**src/rtl/clint_timer_unit.sv**
```systemverilog
// clint_timer_unit
// Core-local interrupt source: memory-mapped machine timer (mtime/mtimecmp)
// and machine software-interrupt (msip) registers, exposed as a word-addressed
// slave with a one-cycle req/ack handshake.
//
// Ports
//   clock, reset        rising-edge clock, asynchronous active-high reset
//   bus_req/bus_we      access request (one cycle) and write select
//   bus_addr            byte address; [31:16] selects the window, [15:2] the word
//   bus_wdata           full-word write data
//   bus_rdata/bus_ack   registered read data and one-cycle acknowledge
//   timer_interrupt     registered (mtime >= mtimecmp)
//   software_interrupt  msip[0]
//
// Optional feature: define CLINT_PRESCALER_EN to tick mtime once every
// PRESCALE clocks instead of every clock.
module clint_timer_unit #(
  parameter logic [31:0] BASE_ADDR = 32'h0200_0000,
  parameter logic [15:0] PRESCALE  = 16'd1
) (
  input  logic        clock,
  input  logic        reset,
  input  logic        bus_req,
  input  logic        bus_we,
  input  logic [31:0] bus_addr,
  input  logic [31:0] bus_wdata,
  output logic [31:0] bus_rdata,
  output logic        bus_ack,
  output logic        timer_interrupt,
  output logic        software_interrupt
);

  // Word offsets (byte offset >> 2) inside the 64 KiB window.
  localparam logic [13:0] OFF_MSIP  = 14'h0000;
  localparam logic [13:0] OFF_CMP_L = 14'h1000;
  localparam logic [13:0] OFF_CMP_H = 14'h1001;
  localparam logic [13:0] OFF_MT_L  = 14'h2FFE;
  localparam logic [13:0] OFF_MT_H  = 14'h2FFF;

  logic        msip_q, msip_d;
  logic [63:0] mtime_q, mtime_d;
  logic [63:0] mtimecmp_q, mtimecmp_d;
  logic        ack_q, ack_d;
  logic [31:0] rdata_q, rdata_d;
  logic        tint_q, tint_d;

  logic        hit, wr;
  logic [13:0] woff;
  logic        wr_mt_l, wr_mt_h;
  logic        tick;

  assign hit     = bus_req && (bus_addr[31:16] == BASE_ADDR[31:16]);
  assign wr      = hit && bus_we;
  assign woff    = bus_addr[15:2];
  assign wr_mt_l = wr && (woff == OFF_MT_L);
  assign wr_mt_h = wr && (woff == OFF_MT_H);

`ifdef CLINT_PRESCALER_EN
  // PRESCALE of 0 or 1 both collapse to a tick every clock.
  localparam logic [15:0] PS_LAST = (PRESCALE <= 16'd1) ? 16'd0 : PRESCALE - 16'd1;

  logic [15:0] ps_cnt_q, ps_cnt_d;
  logic        unused_bits;

  assign tick        = (ps_cnt_q == PS_LAST);
  assign unused_bits = ^bus_addr[1:0];

  always_comb begin
    ps_cnt_d = tick ? 16'd0 : ps_cnt_q + 16'd1;
    // Software setting mtime restarts the tick period from the write.
    if (wr_mt_l || wr_mt_h) ps_cnt_d = 16'd0;
  end

  always_ff @(posedge clock or posedge reset) begin
    if (reset) ps_cnt_q <= 16'd0;
    else       ps_cnt_q <= ps_cnt_d;
  end
`else
  logic unused_bits;

  assign tick        = 1'b1;
  assign unused_bits = ^{bus_addr[1:0], PRESCALE};
`endif

  always_comb begin
    msip_d     = msip_q;
    mtimecmp_d = mtimecmp_q;
    mtime_d    = mtime_q;
    ack_d      = hit;
    rdata_d    = rdata_q;
    // Compare uses current register values, so a write is seen one cycle later.
    tint_d     = (mtime_q >= mtimecmp_q);

    if (wr) begin
      case (woff)
        OFF_MSIP:  msip_d             = bus_wdata[0];
        OFF_CMP_L: mtimecmp_d[31:0]   = bus_wdata;
        OFF_CMP_H: mtimecmp_d[63:32]  = bus_wdata;
        default:   ;
      endcase
    end

    // A write to either half wins over the tick; the other half holds,
    // so no carry propagates on that edge.
    if (wr_mt_l)      mtime_d = {mtime_q[63:32], bus_wdata};
    else if (wr_mt_h) mtime_d = {bus_wdata, mtime_q[31:0]};
    else if (tick)    mtime_d = mtime_q + 64'd1;

    // Reads return pre-edge values; writes and unmapped offsets return 0.
    if (hit) begin
      rdata_d = 32'd0;
      if (!bus_we) begin
        case (woff)
          OFF_MSIP:  rdata_d = {31'd0, msip_q};
          OFF_CMP_L: rdata_d = mtimecmp_q[31:0];
          OFF_CMP_H: rdata_d = mtimecmp_q[63:32];
          OFF_MT_L:  rdata_d = mtime_q[31:0];
          OFF_MT_H:  rdata_d = mtime_q[63:32];
          default:   rdata_d = 32'd0;
        endcase
      end
    end
  end

  always_ff @(posedge clock or posedge reset) begin
    if (reset) begin
      msip_q     <= 1'b0;
      mtime_q    <= 64'd0;
      mtimecmp_q <= {64{1'b1}};
      ack_q      <= 1'b0;
      rdata_q    <= 32'd0;
      tint_q     <= 1'b0;
    end else begin
      msip_q     <= msip_d;
      mtime_q    <= mtime_d;
      mtimecmp_q <= mtimecmp_d;
      ack_q      <= ack_d;
      rdata_q    <= rdata_d;
      tint_q     <= tint_d;
    end
  end

  assign bus_ack            = ack_q;
  assign bus_rdata          = rdata_q;
  assign timer_interrupt    = tint_q;
  assign software_interrupt = msip_q;

endmodule

```
**config.mk**
```make
export PLATFORM = sky130hd
export DESIGN_NAME = clint_timer_unit
export DESIGN_NICKNAME = d
export VERILOG_FILES = /design/src/rtl/clint_timer_unit.sv
export SDC_FILE = /design/constraint.sdc
export NUM_CORES = 1
export LEC_CHECK = 0
export CORE_UTILIZATION = 40
export CTS_BUF_LIST = sky130_fd_sc_hd__clkbuf_4
export DETAILED_ROUTE_END_ITERATION = 10
export PLACE_DENSITY = 0.59
export REMOVE_ABC_BUFFERS = 1
export SLEW_MARGIN = 20
export SYNTH_ARGS = -nofsm -noshare
export SYNTH_HDL_FRONTEND = slang
export SYNTH_SLANG_ARGS = --single-unit
```
**constraint.sdc**
```tcl
create_clock -name clock -period 9.77 [get_ports clock]
set_input_delay 2.4425 -clock clock [delete_from_list [all_inputs] [get_ports clock]]
set_output_delay 2.4425 -clock clock [all_outputs]
set_load 0.01 [all_outputs]
```
# Yosys cells after proc, flatten, opt, wreduce, memory -nomap -nowiden
# Cells that the tools add are included.
[classes] reduce_logical=8 n_eq_ne=6 add_sub_neg=1 n_lt_le_gt_ge=1 n_mux=4
[ops] operator="$pmux W32 S5" count=1
[ops] operator="$add A64 B1 Y64 const B" count=1
[ops] operator="$ge A64 B64 Y1" count=1
[ops] operator="$mux W32" count=2
[ops] operator="$mux W64" count=1
[ops] operator="$eq A14 B13 Y1 const B" count=2
[ops] operator="$eq A14 B14 Y1 const B" count=2
[ops] operator="$eq A16 B10 Y1 const B" count=1
[ops] operator="$logic_not A14 Y1" count=1
[ops] operator="$reduce_and A2 Y1" count=3
[ops] operator="$logic_and A1 B1 Y1" count=4
[ops] operator="$ne A2 B2 Y1 const B" count=1
[word_totals] wordCells=28 register_bits=163 output_inout_bits=35 inputBits=68

# Depth between registers and ports, before layout
# Gate-level depths: netlist of the first run.
[logic_depth] word_depth=6 depth_mapped=10

# Worst setup path after synthesis of the first run
# OpenSTA, ideal clock, no wires.
[synth_timing] path_type="in2reg" start="input bus_addr[7]" end="register mtime_q[46]" cell_stages=9 arrival_ns=4.407 n_path_buf=2 slack_ns=5.245 t_required_ns=9.652 setup_ns=0.118 cell_sequence="nand4_1 or4_1 buf_2 or4_1 clkbuf_1 nand2_1 nor3_1 mux2i_1 a21o_1"
[synth_between] elab_chain_cells=3 elab_cells_between_ends=5
[synth_rtl] element="start: declaration" line="25" text="input logic [31:0] bus_addr,"
[synth_rtl] element="$eq A14 B14 Y1" line="56" text="assign wr_mt_h = wr && (woff == OFF_MT_H);"
[synth_rtl] element="$logic_and A1 B1 Y1" line="56"
[synth_rtl] element="$mux W64" line="106" text="else if (wr_mt_h) mtime_d = {bus_wdata, mtime_q[31:0]};"
[synth_rtl] element="end signal: assignment" line="135" text="mtime_q <= mtime_d;"
[synth_rtl] element="end: declaration" line="41" text="logic [63:0] mtime_q, mtime_d;"
# Parallel ways exist; a longest one is shown, timed or not. The select of a mux whose other input is x is not followed.
# A chain may end at the register's enable or synchronous reset.

# Worst setup path after layout of the first run
[layout_timing] start="input bus_addr[14]" end="register mtime_q[39]"
# Same word-level chain as after synthesis.

==> results of run 1 <==
cell type report:
type	count	area (um^2)	share of cell area
antenna	1	2.50	0.000215
sequential	163	4160	0.358
inverter	78	298	0.0256
multi-input combinational	780	5350	0.460
clock inverter	13	181	0.0156
tap	324	405	0.0349
timing repair buffer	112	1090	0.0935
clock buffer	19	143	0.0123
worst max-delay path, cell delays in order:
cell,delay (ns)
clkdlybuf4s50_1,0.50
nand3b_1,0.24
or4_1,0.69
nor4_2,0.32
buf_4,0.32
nand2_1,0.74
o221a_2,0.60
layout by cell type (no fill, tap or decap), drive strengths merged, types with 3 or more instances in the layout:
master,n
clkdlybuf4s50,99
a21oi,65
nor3,21
a21o,10
and3,14
ha,65
and4,10
o221a,4
a221oi,6
a211o,12
or4,6
nor4,15
a31oi,3
dfstp,64
inv,80
clkinvlp,4
clkbuf,19
bufinv,4
a222oi,27
o32ai,3
o21ai,83
clkinv,3
o21a,4
o22ai,12
nand3,44
o211ai,7
nor2,95
mux2i,13
nand2,106
buf,13
and2,5
a211oi,16
or3,3
dfrtp,99
nand4,25
mux2,87
cell usage after synthesis, drive strengths merged, types with 3 or more instances:
master | number | area, um^2
a211o | 12 | 105
a211oi | 16 | 120
a21o | 10 | 75.1
a21oi | 65 | 325
a221oi | 6 | 52.6
a222oi | 27 | 270
a31oi | 3 | 18.8
and2 | 5 | 31.3
and3 | 14 | 87.6
and4 | 10 | 87.6
buf | 15 | 65.1
clkbuf | 37 | 139
dfrtp | 99 | 2480
dfstp | 64 | 1680
ha | 65 | 813
inv | 78 | 293
mux2 | 87 | 980
mux2i | 13 | 130
nand2 | 106 | 400
nand3 | 44 | 220
nand4 | 25 | 156
nor2 | 95 | 359
nor3 | 21 | 110
nor4 | 15 | 121
o211ai | 7 | 52.6
o21a | 4 | 30.0
o21ai | 83 | 415
o221a | 4 | 45.0
o22ai | 12 | 75.1
o32ai | 3 | 26.3
or3 | 3 | 23.8
or4 | 6 | 48.8
how the worst max path moves through the flow:
stage	to	slack, ns	cells past startpoint
after detailed placement	mtime_q[39]	3.84	7
after floorplan	bus_ack	3.03	1
after global placement	mtime_q[39]	3.88	7
final	mtime_q[39]	4.38	7
after global routing	mtime_q[39]	4.33	7
after CTS	mtime_q[39]	4.48	7
per-stage QoR:
step / power (mW) / instance area (um^2) / hold WS, ns / std cells / utilization
after global routing: 1.25 / 11600 / 0.524 / 1490 / 0.476
after CTS: 1.22 / 11600 / 0.485 / 1489 / 0.476
after detailed placement: 0.754 / 11300 / 0.455 / 1457 / 0.463
after floorplan: 0.706 / 9780 / 0.485 / 1021 / -
final: 1.20 / 11600 / 0.481 / 1490 / 0.476
after global placement: 0.753 / 11300 / 0.454 / 1457 / 0.463
metal layers:
metal / part of all wire / routed length [um] / GRT usage
met3: 0.048 / 1440 / 0.0377
met2: 0.47 / 13900 / 0.388
met4: 0.011 / 317 / 0.0489
met5: 0 / 0 / 0
met1: 0.47 / 14000 / 0.339
cell families after synthesis:
kind of cell	count (synthesis)	share of synthesized area
simple gates	355	0.173
fa+ha+maj	65	0.0814
buf+inv	130	0.0497
mux	100	0.111
flops	163	0.416
compound gates	260	0.168
flip-flops by register name, indices dropped and copies added (netlist names):
name	flops
mtime_q	64
mtimecmp_q	64
bus_rdata	32
bus_ack	1
software_interrupt	1
timer_interrupt	1
where the power goes:
| part | switching (mW) | internal, mW |
|---|---|---|
| Clock | 0.255 | 0.208 |
| Combinational | 0.0352 | 0.0300 |
| Sequential | 0.00000397 | 0.676 |
==> impl_metrics.env, run 1 <==
export IMPL_rows=57
export IMPL_fmax_mhz=185
export IMPL_clock_latency_ns=0.58
export IMPL_cts_made_buffers=17
export IMPL_hpwl_um=20500
export IMPL_avgSynthCellArea_um2=9.31
export IMPL_dr_pass1_iters=6
export IMPL_setup_tns_ns=0
export IMPL_drt_total_wl_um=29700
export IMPL_post_cts_setup_buffer_count=0
export IMPL_synthFlopType="dfrtp_1"
export IMPL_setup_ws_ns=4.38
export IMPL_clock_sinks=163
export IMPL_worstReg2RegStart="mtime_q[1]"
export IMPL_vias=8591
export IMPL_fillers=2395
export IMPL_grt_pass1_vias=8462
export IMPL_endpoint_kind="flop"
export IMPL_p_leak_nw=4.59
export IMPL_cp_arrival_ns=5.86
export IMPL_fp_dieW_um=160
export IMPL_fin_crit_ns=5.39
export IMPL_async_flop_share=1.00
export IMPL_drc=0
export IMPL_drt_iter0_markers=828
export IMPL_ios=103
export IMPL_clock_skew_final_ns=0.0256
export IMPL_r2r_end="mtime_q[46]"
export IMPL_maxSlewHeadroom=0.228
export IMPL_htree_levels=4
export IMPL_path_max_fanout=27
export IMPL_setup_viol=0
export IMPL_synthCells=1073
export IMPL_core_area_um2=24400
export IMPL_required_ns=10.23
export IMPL_ys_types=55
export IMPL_vdd_ir_drop_max_mv=0.0674
export IMPL_gp_congestion=0.853
export IMPL_critPathKind="input pin to flop"
export IMPL_ys_ff_latch=163
export IMPL_p_per_area_nw_per_um2=104
export IMPL_rr_worst_depth=8
export IMPL_drive_above_1_share=0.180
export IMPL_place_ws_ns=3.84
export IMPL_avgViaCountPerCell=5.77
export IMPL_overflow=0
export IMPL_whs_endpoint="bus_rdata[0]"
export IMPL_outcome="complete, no violations"
export IMPL_ctsHoldBuffers=0
export IMPL_num_nets_final=1285
export IMPL_die_y_um=160
export IMPL_syn2layout_area_growth_pct=16.3
export IMPL_tritoncts="done"
export IMPL_slew_violations=0
export IMPL_cts_root_buf="clkbuf_4"
export IMPL_hold_start="bus_rdata[0]"
export IMPL_grt_usage=0.240
export IMPL_dieArea_um2=25600
export IMPL_drtAntennaViolNets=0
export IMPL_synth_edf_count=0
export IMPL_cts_buffer_depth=2
export IMPL_hold_depth=2
export IMPL_ctsResizeCount=0
export IMPL_worst_setup_path_start_kind="input pin"
export IMPL_startpoint="bus_addr[14]"
export IMPL_rrSetupSlack_ns=6.46
export IMPL_path_clk_slew_ns=0.14
export IMPL_worst_slew_pin_slew_ns=1.16
export IMPL_wl_per_cell_um=20.0
export IMPL_ys_seq_area_frac=0.416
export IMPL_antenna_found_initial=1
export IMPL_max_cap_violations=0
export IMPL_finalCritPeriodShare=0.552
export IMPL_min_path_type="flop to flop"
export IMPL_initial_core_util=0.410
export IMPL_portBuffers=100
export IMPL_grt_max_degree=97
export IMPL_grt_pass1_wl_um=48000
export IMPL_final_hold_viol_count=0
export IMPL_synth_area_um2=9990
export IMPL_rsz0062_at_grt="no"
export IMPL_ys_warn_count=0
Note: power is estimated with default switching activity, not from simulation.
==> run 2: changes to the inputs <==
clock period = 5.01 ns   (was 9.77 ns; I/O delays follow)
==> run 2 against run 1 <==
Compared with the run above: final cell count is 0.74% higher; global-route usage is 0.17 points lower; non-clock buffer count is 11 higher; final area is 0.71% higher; sequential cell count stayed put; clock skew is 0.0084 ns higher; worst hold slack better by 0.0089 ns; core utilization is 0.34 points higher; clock power is 86% higher; first-iteration DRC count is 11% lower; sequential power is 95% higher; power is 92% higher; largest power group unchanged; highest routed layer unchanged.
==> impl_metrics.env, run 2 (synthesis results as in run 1) <==
export IMPL_layout_common_cells="nand2_1, dfrtp_1, clkdlybuf4s50_1"
export IMPL_overflow=0
export IMPL_dieArea_um2=25600
export IMPL_wl_per_cell_um=19.9
export IMPL_grt_pass1_vias=8319
export IMPL_crit_chain="clkdlybuf4s50_1 > nand4_1 > or4_1 > nor4_2 > nand2_1 > o221a_2"
export IMPL_share_comb_of_total_power=0.056
export IMPL_antenna_found_initial=2
export IMPL_htree_levels=4
export IMPL_num_nets_final=1296
export IMPL_drt_total_wl_um=29800
export IMPL_switching_share=0.242
export IMPL_grt_pass1_wl_um=47500
export IMPL_crit_path_top_delay_cell="or4_1"
export IMPL_worst_slew_pin_slew_ns=0.855
export IMPL_dr_pass1_iters=6
export IMPL_tritoncts="done"
export IMPL_internal_power_mw=1.75
export IMPL_seqPwrFrac=0.571
export IMPL_fmax_mhz=244
export IMPL_setup_ws_ns=0.914
export IMPL_p_leak_nw=4.65
export IMPL_drt_iter0_markers=740
export IMPL_fp_dieW_um=160
export IMPL_clock_sinks=163
export IMPL_cts_root_buf="clkbuf_4"
export IMPL_clock_skew_final_ns=0.0340
export IMPL_worst_setup_path_start_kind="input pin"
export IMPL_grt_usage=0.238
export IMPL_critPathBufInv=1
export IMPL_die_y_um=160
export IMPL_initial_core_util=0.410
export IMPL_outcome="complete, no violations"
export IMPL_vias=8691
export IMPL_grt_max_degree=89
export IMPL_dpl_cell_area_um2=11400
export IMPL_vdd_ir_drop_max_mv=0.118
export IMPL_ctsHoldBuffers=0
export IMPL_gp_congestion=0.881
export IMPL_stdcell_area_um2=11700
export IMPL_cpPeakStageDelay_ns=0.77
export IMPL_hold_slack_ns=0.489
export IMPL_cts_made_buffers=17
export IMPL_clockPowerShare=0.372
export IMPL_ctsResizeCount=0
export IMPL_core_area_um2=24400
export IMPL_setup_viol=0
export IMPL_final_hold_viol_count=0
export IMPL_worstReg2RegStart="mtime_q[1]"
export IMPL_portBuffers=100
export IMPL_power_mw=2.31
export IMPL_drive_above_1_share=0.187
export IMPL_rsz0062_at_grt="no"
export IMPL_critPathKind="input pin to flop"
export IMPL_drtAntennaViolNets=0
export IMPL_final_core_util=0.480
export IMPL_path_max_fanout=17
export IMPL_post_cts_setup_buffer_count=0
export IMPL_fin_crit_ns=4.10
export IMPL_required_ns=5.48
export IMPL_hold_start="bus_rdata[26]"
export IMPL_final_common_cell="nand2_1"
export IMPL_place_ws_ns=0.341
export IMPL_hpwl_um=21400
export IMPL_cts_buffer_depth=2
export IMPL_endpoint_kind="flop"
export IMPL_path_clk_slew_ns=0.13
export IMPL_clock_latency_ns=0.59
export IMPL_p_per_area_nw_per_um2=197
export IMPL_finalCritPeriodShare=0.818
export IMPL_slew_violations=0
export IMPL_min_path_type="flop to flop"
export IMPL_startpoint="bus_addr[4]"
export IMPL_drc=0
export IMPL_critical_path_top_delay_family="simple AND/OR/NAND/NOR gates"
export IMPL_p_sw_uw=559
export IMPL_ios=103
export IMPL_avgViaCountPerCell=5.79
export IMPL_max_cap_violations=0
export IMPL_rows=57
export IMPL_maxSlewHeadroom=0.430
export IMPL_syn2layout_area_growth_pct=17.2
export IMPL_cp_arrival_ns=4.57
run 2: cell types whose count changed in the layout (fill, tap and decap cells not counted), sizes merged:
cell      delta
inv          -1
clkinvlp     -1
clkbuf       +3
buf         +11
bufinv       -1
run 2: worst paths after layout:
path / to / slack (ns) / depth (start not counted)
setup / recovery: mtime_q[6] / 0.91 / 6
hold / removal: bus_rdata[26] / 0.49 / 2
setup reg to reg: mtime_q[46] / 1.71 / 8
hold reg to reg: bus_rdata[26] / 0.49 / 2
max in group asynchronous: mtimecmp_q[40] / 2.92 / 3
min in group asynchronous: bus_rdata[30] / 1.21 / 2
run 2: cell type report:
class,count,area [um^2]
Clock inverter,10,134
Sequential cell,163,4160
Antenna cell,1,2.50
Clock buffer,22,165
Timing Repair Buffer,123,1190
Inverter,78,298
Fill cell,2389,12700
Multi-Input combinational cell,780,5350
Tap cell,324,405
run 2: metrics by stage:
stage,TNS (ns),instances
after floorplan,-56.01,1021
after global placement,0,1468
after detailed placement,0,1468
after CTS,0,1500
after global routing,0,1501
final,0,1501
run 2: worst register-to-register path, cell delays in order, from the launching register on:
cell and delay, ns:
dfrtp_1 0.48, ha_1 0.30, and3_1 0.21, nand3_1 0.38, nor4_2 0.76, nand2_1 0.46, nor3_1 0.34, mux2i_1 0.22
a21o_1 0.10
run 2: power groups by stage:
| stage | clock (mW) | sequential, mW | combinational (mW) |
|---|---|---|---|
| CTS | 0.885 | 1.32 | 0.132 |
| floorplan | 0 | 1.34 | 0.0362 |
| global route | 0.936 | 1.32 | 0.142 |
| detailed placement | 0 | 1.34 | 0.132 |
| global placement | 0 | 1.34 | 0.132 |
| finish | 0.860 | 1.32 | 0.130 |
run 2: metal layers:
| metal | part of all wire | track usage | vias up | wire (um) |
|---|---|---|---|---|
| met1 | 0.47 | 0.335 | 4267 | 13900 |
| li1 | - | - | 4130 | - |
| met3 | 0.051 | 0.0371 | 35 | 1520 |
| met5 | 0 | 0 | - | 0 |
| met4 | 0.017 | 0.0671 | 0 | 496 |
| met2 | 0.46 | 0.379 | 259 | 13800 |
